$ cat src/rtl/retire_unit.sv
// Retirement stage: drains in-order ROB commits, owns the retirement RAT,
// releases committed stores to the LSU and raises a flush on a committing fault.
module retire_unit #(
    parameter int unsigned ARCH_REGS = 32,
    parameter int unsigned PHYS_REGS = 64,
    parameter int unsigned ROB_SIZE  = 16,
    parameter int unsigned ROB_W     = $clog2(ROB_SIZE),
    parameter int unsigned PHYS_W    = $clog2(PHYS_REGS),
    parameter int unsigned EPOCH_W   = 3
) (
    input  logic               clk,
    input  logic               rst_n,
    input  logic               commit_valid,
    output logic               commit_ready,
    input  logic [ROB_W-1:0]   commit_rob_idx,
    input  logic               commit_uses_rd,
    input  logic [4:0]         commit_rd_arch,
    input  logic [PHYS_W-1:0]  commit_pd_new,
    input  logic               commit_is_store,
    input  logic               commit_exception,
    input  logic [31:0]        commit_pc,
    output logic               st_commit_valid,
    input  logic               st_commit_ready,
    output logic [ROB_W-1:0]   st_commit_rob_idx,
    output logic               flush_valid,
    output logic [ROB_W-1:0]   flush_rob_idx,
    output logic [EPOCH_W-1:0] flush_epoch,
    output logic [31:0]        trap_pc,
    input  logic [4:0]         dbg_arch,
    output logic [PHYS_W-1:0]  dbg_phys,
    output logic [63:0]        retired_count
);

    typedef enum logic [1:0] {StIdle, StStWait, StFlush} state_e;

    state_e              state_q, state_d;
    logic [PHYS_W-1:0]   rrat_q [ARCH_REGS];
    logic [PHYS_W-1:0]   rrat_d [ARCH_REGS];
    logic [63:0]         count_q, count_d;
    logic [EPOCH_W-1:0]  epoch_q, epoch_d;
    logic [ROB_W-1:0]    st_idx_q, st_idx_d;
    logic [ROB_W-1:0]    flush_idx_q, flush_idx_d;
    logic [31:0]         trap_pc_q, trap_pc_d;

    always_comb begin
        state_d      = state_q;
        rrat_d       = rrat_q;
        count_d      = count_q;
        epoch_d      = epoch_q;
        st_idx_d     = st_idx_q;
        flush_idx_d  = flush_idx_q;
        trap_pc_d    = trap_pc_q;
        commit_ready = 1'b0;
        case (state_q)
            StIdle: begin
                if (commit_valid) begin
                    if (commit_exception) begin
                        // Faults win over the store path and consume the entry silently.
                        commit_ready = 1'b1;
                        flush_idx_d  = commit_rob_idx;
                        trap_pc_d    = commit_pc;
                        epoch_d      = epoch_q + 1'b1;
                        state_d      = StFlush;
                    end else if (commit_is_store) begin
                        st_idx_d = commit_rob_idx;
                        state_d  = StStWait;
                    end else begin
                        commit_ready = 1'b1;
                        count_d      = count_q + 64'd1;
                        if (commit_uses_rd && commit_rd_arch != 5'd0) begin
                            rrat_d[commit_rd_arch] = commit_pd_new;
                        end
                    end
                end
            end
            StStWait: begin
                // Store retires on the same edge the LSU takes it.
                commit_ready = st_commit_ready;
                if (st_commit_ready) begin
                    count_d = count_q + 64'd1;
                    state_d = StIdle;
                end
            end
            StFlush: state_d = StIdle;
            default: state_d = StIdle;
        endcase
    end

    always_ff @(posedge clk or negedge rst_n) begin
        if (!rst_n) begin
            state_q     <= StIdle;
            count_q     <= '0;
            epoch_q     <= '0;
            st_idx_q    <= '0;
            flush_idx_q <= '0;
            trap_pc_q   <= '0;
            for (int i = 0; i < int'(ARCH_REGS); i++) begin
                rrat_q[i] <= PHYS_W'(i);
            end
        end else begin
            state_q     <= state_d;
            count_q     <= count_d;
            epoch_q     <= epoch_d;
            st_idx_q    <= st_idx_d;
            flush_idx_q <= flush_idx_d;
            trap_pc_q   <= trap_pc_d;
            rrat_q      <= rrat_d;
        end
    end

    assign st_commit_valid   = (state_q == StStWait);
    assign st_commit_rob_idx = st_idx_q;
    assign flush_valid       = (state_q == StFlush);
    assign flush_rob_idx     = flush_idx_q;
    assign flush_epoch       = epoch_q;
    assign trap_pc           = trap_pc_q;
    assign retired_count     = count_q;
    assign dbg_phys          = rrat_q[dbg_arch];

endmodule

$ cat config.mk
export PLATFORM = sky130hd
export DESIGN_NAME = retire_unit
export DESIGN_NICKNAME = d
export VERILOG_FILES = /design/src/rtl/retire_unit.sv
export SDC_FILE = /design/constraint.sdc
export NUM_CORES = 1
export LEC_CHECK = 0
export CORE_MARGIN = 4
export CORE_UTILIZATION = 35
export CTS_CLUSTER_DIAMETER = 150
export CTS_CLUSTER_SIZE = 14
export DETAILED_ROUTE_END_ITERATION = 12
export PLACE_DENSITY = 0.64
export SYNTH_ARGS = -nofsm -noshare
export SYNTH_HDL_FRONTEND = slang
export SYNTH_SLANG_ARGS = --single-unit
$ cat constraint.sdc
create_clock -name clk -period 4 [get_ports clk]
set_input_delay 1 -clock clk [delete_from_list [all_inputs] [get_ports clk]]
set_output_delay 1 -clock clk [all_outputs]
set_load 0.05 [all_outputs]
; ---- Word-level counts from Yosys, hierarchy flattened
; Cells that the tools add are included.
[totals]
reg_bits = 301
latch_bits = 0
ramBits = 0
mem_bits_ro = 0
inputBits = 59
output_inout_bits = 116
memories = 0
[op_classes]
addsub = 2
mul = 0
div = 0
order_cmp = 3
eq_ne = 7
shifts = 0
muxes = 20
n_bitwise = 4
n_reduce_logical = 10
[ops]
columns = op, count
row1 = 64-bit two-way mux, 4
row2 = 192-bit bitwise mux, 1
row3 = 64-bit one-hot mux with 2 select lines, 1
row4 = 64-bit by 1-bit adder with 64-bit output (second input constant), 1
row5 = 6-bit binary-select mux with 5-bit select, 1
row6 = 6-bit demux with 5-bit select, 1
row7 = 6-bit two-way mux, 3
row8 = 6-bit >= comparator (second input constant), 2
row9 = 5-bit inverter with 6-bit output, 2
row10 = 5-bit AND reduction, 2
row11 = 2-bit two-way mux, 4
row12 = 6-bit by 1-bit less-than comparator with 1-bit output (second input constant), 1
row13 = 2-bit != test (second input constant), 3
row14 = 3-bit AND reduction, 2
row15 = 5-bit nonzero test, 1
row16 = 2-bit one-hot mux with 2 select lines, 1
row17 = 4-bit AND reduction, 1
row18 = 3-bit by 1-bit adder with 3-bit output (second input constant), 1
row19 = 1-bit two-way mux, 3
row20 = 3-bit != test (second input constant), 1
row21 = 2-bit by 1-bit equality test with 1-bit output (second input constant), 1
row22 = 2-bit equality test (second input constant), 1
row23 = 1-bit logical AND, 2
row24 = 2-bit zero test, 1
row25 = 4 further kinds, 5

; ---- Depth between registers and ports, before layout
[depth]
depth_word = 6
ltp_mapped = 8
depth_no_buf = 6

; ---- Worst setup path after synthesis
; No wires, ideal clock.
[synth_timing]
path_kind = input -> output
start = in dbg_arch[1]
end = out dbg_phys[1]
t_arrival_ns = 2.798
setup_slack_ns = 0.202
path_stages = 8
path_cell_list = buf_2 -> buf_2 -> buf_2 -> buf_2 -> mux2i_1 -> a22oi_1 -> o211ai_1 -> nand3_1
[synth_between]
elab_chain_len = 4
[synth_rtl]
columns = element, line_no
row1 = "start, declared", 29  ; input logic [4:0] dbg_arch,
row2 = 5-bit inverter with 6-bit output (not written as such), 118  ; assign dbg_phys = rrat_q[dbg_arch];
row3 = 6-bit binary-select mux with 5-bit select, 118
row4 = 6-bit two-way mux (not written as such) (2 in series), 118
row5 = "end, declared", 30  ; output logic [PHYS_W-1:0] dbg_phys,
; No other way between the ends. The select of a mux whose other input is x is not followed.

; ---- Final worst setup path
[layout_timing]
start = in dbg_arch[3]
end = out dbg_phys[1]
; The elaborated chain is that of the path after synthesis.

==> results <==
- The flow ran to the end, and the final reports show no timing, DRC or antenna violations.
- For the pin with the worst max-slew slack, the measured transition is 1.20 ns.
- For this run, the number of standard cells in the final layout without fillers is 1,738.
- The number of global-route vias before repair is 9,357.
- The number of enable flip-flop cells after synthesis is 0.
- The synthesized design contains 301 register bits.
- The number of antenna violations at the first check in global routing is 0.
- Of the total power, the clock network draws 32.4%.
- The area growth from synthesis to layout is 23.0%.
- The total routed wirelength is 32.8 mm.
- In this run the number of H-tree levels came out at 1.
- In this run the power spent charging and discharging nets is 2.15 mW.
- The total overflow left after global routing is 0.
- For this design, the CTS-stage hold fixing added 0 buffers.
- The cell internal power dissipation is 5.01 mW.
- In this run, the number of DRC markers left after iteration 0 of detailed routing was 410.
- The post-synthesis instance total is 1,028.
- In the routed layout, each cell is associated on average with a via count of 5.06.
- Across the routed clock network, the largest skew measured is 0.0253 ns.
- The path class of the tightest hold or removal check is flop to flop.
- Before antenna repair, the detailed router went through 4 iterations.
- The minimum clock period is 3.90 ns.
- Hold is met by 0.373 ns.
- The area enclosed by the die boundary is 0.0429 mm2.
- The count of final max-slew check failures is 0.
- After detailed placement, the design holds a cell count of 1,691.
- The clock insertion delay at the later pin of the skew report is 0.57 ns.
- The ratio of cells with drive above 1 in the final layout is 35.6%.
- The final critical path takes up 97.5% of the cycle.
- The maximum clock path buffer count is 3.
- For the worst setup path, the data arrival time is 2.90 ns.
- The mean instance size in the synthesized netlist is 13.5 um2.
- The worst setup path is captured at an output port.
- Timing analysis after detailed placement gives a worst setup slack of -0.109 ns.
- CTS saw 301 sinks.
- The overall fraction of global-route tracks in use is 15.1%.
- The CTS tree is yes.
- The part of the total power dissipated in combinational logic is 19.7%.
- The repair_antennas step left the layout with diodes totalling 0.
- Detailed placement ended at an HPWL of 22.5 mm.
- The region available for standard cell placement spans 0.0389 mm2.
- The yosys synthesis warning count is 0.
- Setup repair after global routing left no endpoint under its margin.
- The total nets after synthesis is 1,089.
- Across all layers, the routed design uses 8,798 vias.
- The nature of the critical path startpoint is an input pin.
- After detailed routing, the average wire length per cell comes to 18.9 um.
- The number of I/O port buffers is 174.
- The highest fanout seen on the critical path is 17.
- The worst pin sits at a relative slew slack of 20.0%.
- The die boundary height is 207 um.
- The number of design rule violations left after detail routing is 0.
- In this run the remaining antenna-violating nets after routing total 0.
- The number of buffers added for setup after CTS is 0.
- The maximum ir drop on the vdd rail is 0.000386 V.
- The number of rows in the core area is 72.
- The share of the core filled with cells in the final layout is 43.9%.
- For this configuration, the core starts out at a cell density of 35.7%.
- The switching share of power is 30.0%.
- The final hold violation count is 0.
- The share of synthesized flip-flops with an asynchronous set or reset is 100%.
- Setup violations remaining at the end of the flow were counted as 0.
- Among all flip-flop cells after synthesis, the most frequent one is sky130_fd_sc_hd__dfrtp_1.
- The netlist uses 51 different library cells.
- The critical path class is input pin to output port.
- The reported max-cap violation count is 0.
- The power density of the placed cells is 419 mW/mm2.
- The die span in x is 207 um.
- The total leakage power is 7.50 nW.
- The largest net degree at the start of global routing is 92.
- Per report_power, the sequential group accounts for 47.9% of the total.
- Once routing completed, OpenROAD measured the worst setup slack at 0.0982 ns.
- The aggregate negative setup slack is 0 ns.
- The I/O pin total is 175.
- The highest achievable clock rate is 256 MHz.
- The final weighted congestion in routability-driven placement is 0.804.
- The number of clock buffers inserted by TritonCTS is 25.
- The cell at the root of the clock tree is sky130_fd_sc_hd__clkbuf_16.
- STA puts the critical path data required time at 3.00 ns.
- The wire length of the first global-routing pass is 54.0 mm.
- Sequential cells were found to cover 55.0% of the synthesized design area.
- After clock tree synthesis, the clock-pin slew on the worst setup and hold paths is 0.07 ns.
- At the end of the flow, the number of nets in the layout was 1,262.
- The summed instance area of the synthesized netlist is 0.0139 mm2.
## synth_stat cells, drive strengths merged (22+ instances only)
cell type  instances  area share [%]
dfstp             80              15
nand3             35             1.3
dfrtp            221              40
mux4              24             3.9
xnor2             31             2.0
a21oi             22            0.96
buf               23            0.79
mux2i             42             3.0
nand2             58             1.6
mux2             240              19
nand4             23             1.1
clkbuf            37             1.0
nor3              25             1.2
xor2              34             2.1
## kinds of logic (layout without fill, tap and decap cells)
logic type	count (synthesis)	in the layout	synth area share [%]
mux	306	306	26.4
flops	301	301	55.0
simple gates	232	232	9.69
buf+inv	67	259	1.98
xor+xnor	65	65	4.10
compound gates	55	55	2.68
fa+ha+maj	2	2	0.180
## sequential cells by signal, summed over array words and instances, names as in the netlist
| name | cells |
|---|---|
| flush_rob_idx | 4 |
| rrat_q | 192 |
| flush_epoch | 3 |
| state_q | 2 |
| trap_pc | 32 |
| st_commit_rob_idx | 4 |
| retired_count | 64 |
## placed cells by master, fill, tap and decap left out, types with 2 or more instances in the layout
master,count
sky130_fd_sc_hd__mux2i_1,42
sky130_fd_sc_hd__mux2_2,238
sky130_fd_sc_hd__mux4_2,24
sky130_fd_sc_hd__o21ai_1,3
sky130_fd_sc_hd__a22oi_1,12
sky130_fd_sc_hd__xnor2_1,31
sky130_fd_sc_hd__clkbuf_16,25
sky130_fd_sc_hd__nand2_1,58
sky130_fd_sc_hd__a21oi_4,2
sky130_fd_sc_hd__nor3b_2,4
sky130_fd_sc_hd__and4_1,5
sky130_fd_sc_hd__nor3b_1,3
sky130_fd_sc_hd__xor2_1,34
sky130_fd_sc_hd__dfstp_2,80
sky130_fd_sc_hd__a21oi_1,20
sky130_fd_sc_hd__nand2b_1,2
sky130_fd_sc_hd__dfrtp_1,221
sky130_fd_sc_hd__o211ai_1,6
sky130_fd_sc_hd__clkdlybuf4s50_1,164
sky130_fd_sc_hd__ha_1,2
sky130_fd_sc_hd__clkbuf_1,19
sky130_fd_sc_hd__nand4_1,22
sky130_fd_sc_hd__nor4_2,2
sky130_fd_sc_hd__o21ai_0,2
sky130_fd_sc_hd__mux2_1,2
sky130_fd_sc_hd__and3_1,14
sky130_fd_sc_hd__buf_4,33
sky130_fd_sc_hd__nor2_1,18
sky130_fd_sc_hd__buf_12,5
sky130_fd_sc_hd__nand3_1,34
sky130_fd_sc_hd__nor3_4,3
sky130_fd_sc_hd__inv_1,7
sky130_fd_sc_hd__nor3_1,21
sky130_fd_sc_hd__nor4_1,11
sky130_fd_sc_hd__a211oi_1,6
sky130_fd_sc_hd__nor2b_1,18
## repair_timing
| item | 4_1_cts | 5_1_grt |
|---|---|---|
| setup endpoints to repair | 6 | 6 |
| pin swaps | 1 | 0 |
| hold endpoints to repair | 0 | 0 |
| cloned | 1 | 0 |
| gates resized for setup | 6 | 5 |
## per-stage QoR
stage / total power, mW / area, um2
floorplan: 4.32 / 13900
global placement: 4.87 / 16300
detailed placement: 4.89 / 16300
CTS: 7.25 / 17100
global route: 7.47 / 17100
finish: 7.15 / 17100
## power by group through the flow
| stage | sequential, mW | combinational, mW | clock [mW] |
|---|---|---|---|
| floorplan | 3.92 | 0.403 | 0 |
| global placement | 3.47 | 1.41 | 0 |
| detailed placement | 3.47 | 1.42 | 0 |
| CTS | 3.42 | 1.43 | 2.40 |
| global route | 3.45 | 1.50 | 2.52 |
| finish | 3.42 | 1.41 | 2.32 |
## worst paths after layout
check	startpoint	end	slack (ns)	cells past startpoint
worst min register to register	rrat_q[190]	rrat_q[190]	0.37	0
worst min-delay path	rrat_q[190]	rrat_q[190]	0.37	0
max in group asynchronous	rst_n	rrat_q[1]	2.59	2
min in group asynchronous	rst_n	retired_count[16]	0.46	1
worst max register to register	state_q[1]	rrat_q[53]	1.42	5
worst max-delay path	dbg_arch[3]	dbg_phys[1]	0.1	8
## layout make-up
cell class / count / area [um2]
fillers: 3591 / 21800
well taps: 518 / 648
flip-flops and latches: 301 / 7630
clock buffers: 44 / 697
multi-input cells: 660 / 5980
repair buffers: 206 / 2050
clock inverters: 2 / 28.8
inverters: 7 / 26.3
## worst max-delay path: stages
cell and delay [ns]:
sky130_fd_sc_hd__clkdlybuf4s50_1 0.51, sky130_fd_sc_hd__buf_12 0.17, sky130_fd_sc_hd__mux4_2 0.33, sky130_fd_sc_hd__mux2_2 0.29
sky130_fd_sc_hd__o21ai_0 0.15, sky130_fd_sc_hd__buf_4 0.15, sky130_fd_sc_hd__nand3_1 0.10, sky130_fd_sc_hd__buf_4 0.21
## layer usage
metal	GRT usage [%]	part of all wire (%)
met1	21.3	45
met2	23.5	45
met3	4.30	7.3
met4	3.24	1.9
met5	0	0
No activity file was read; power rests on OpenSTA's default activity.
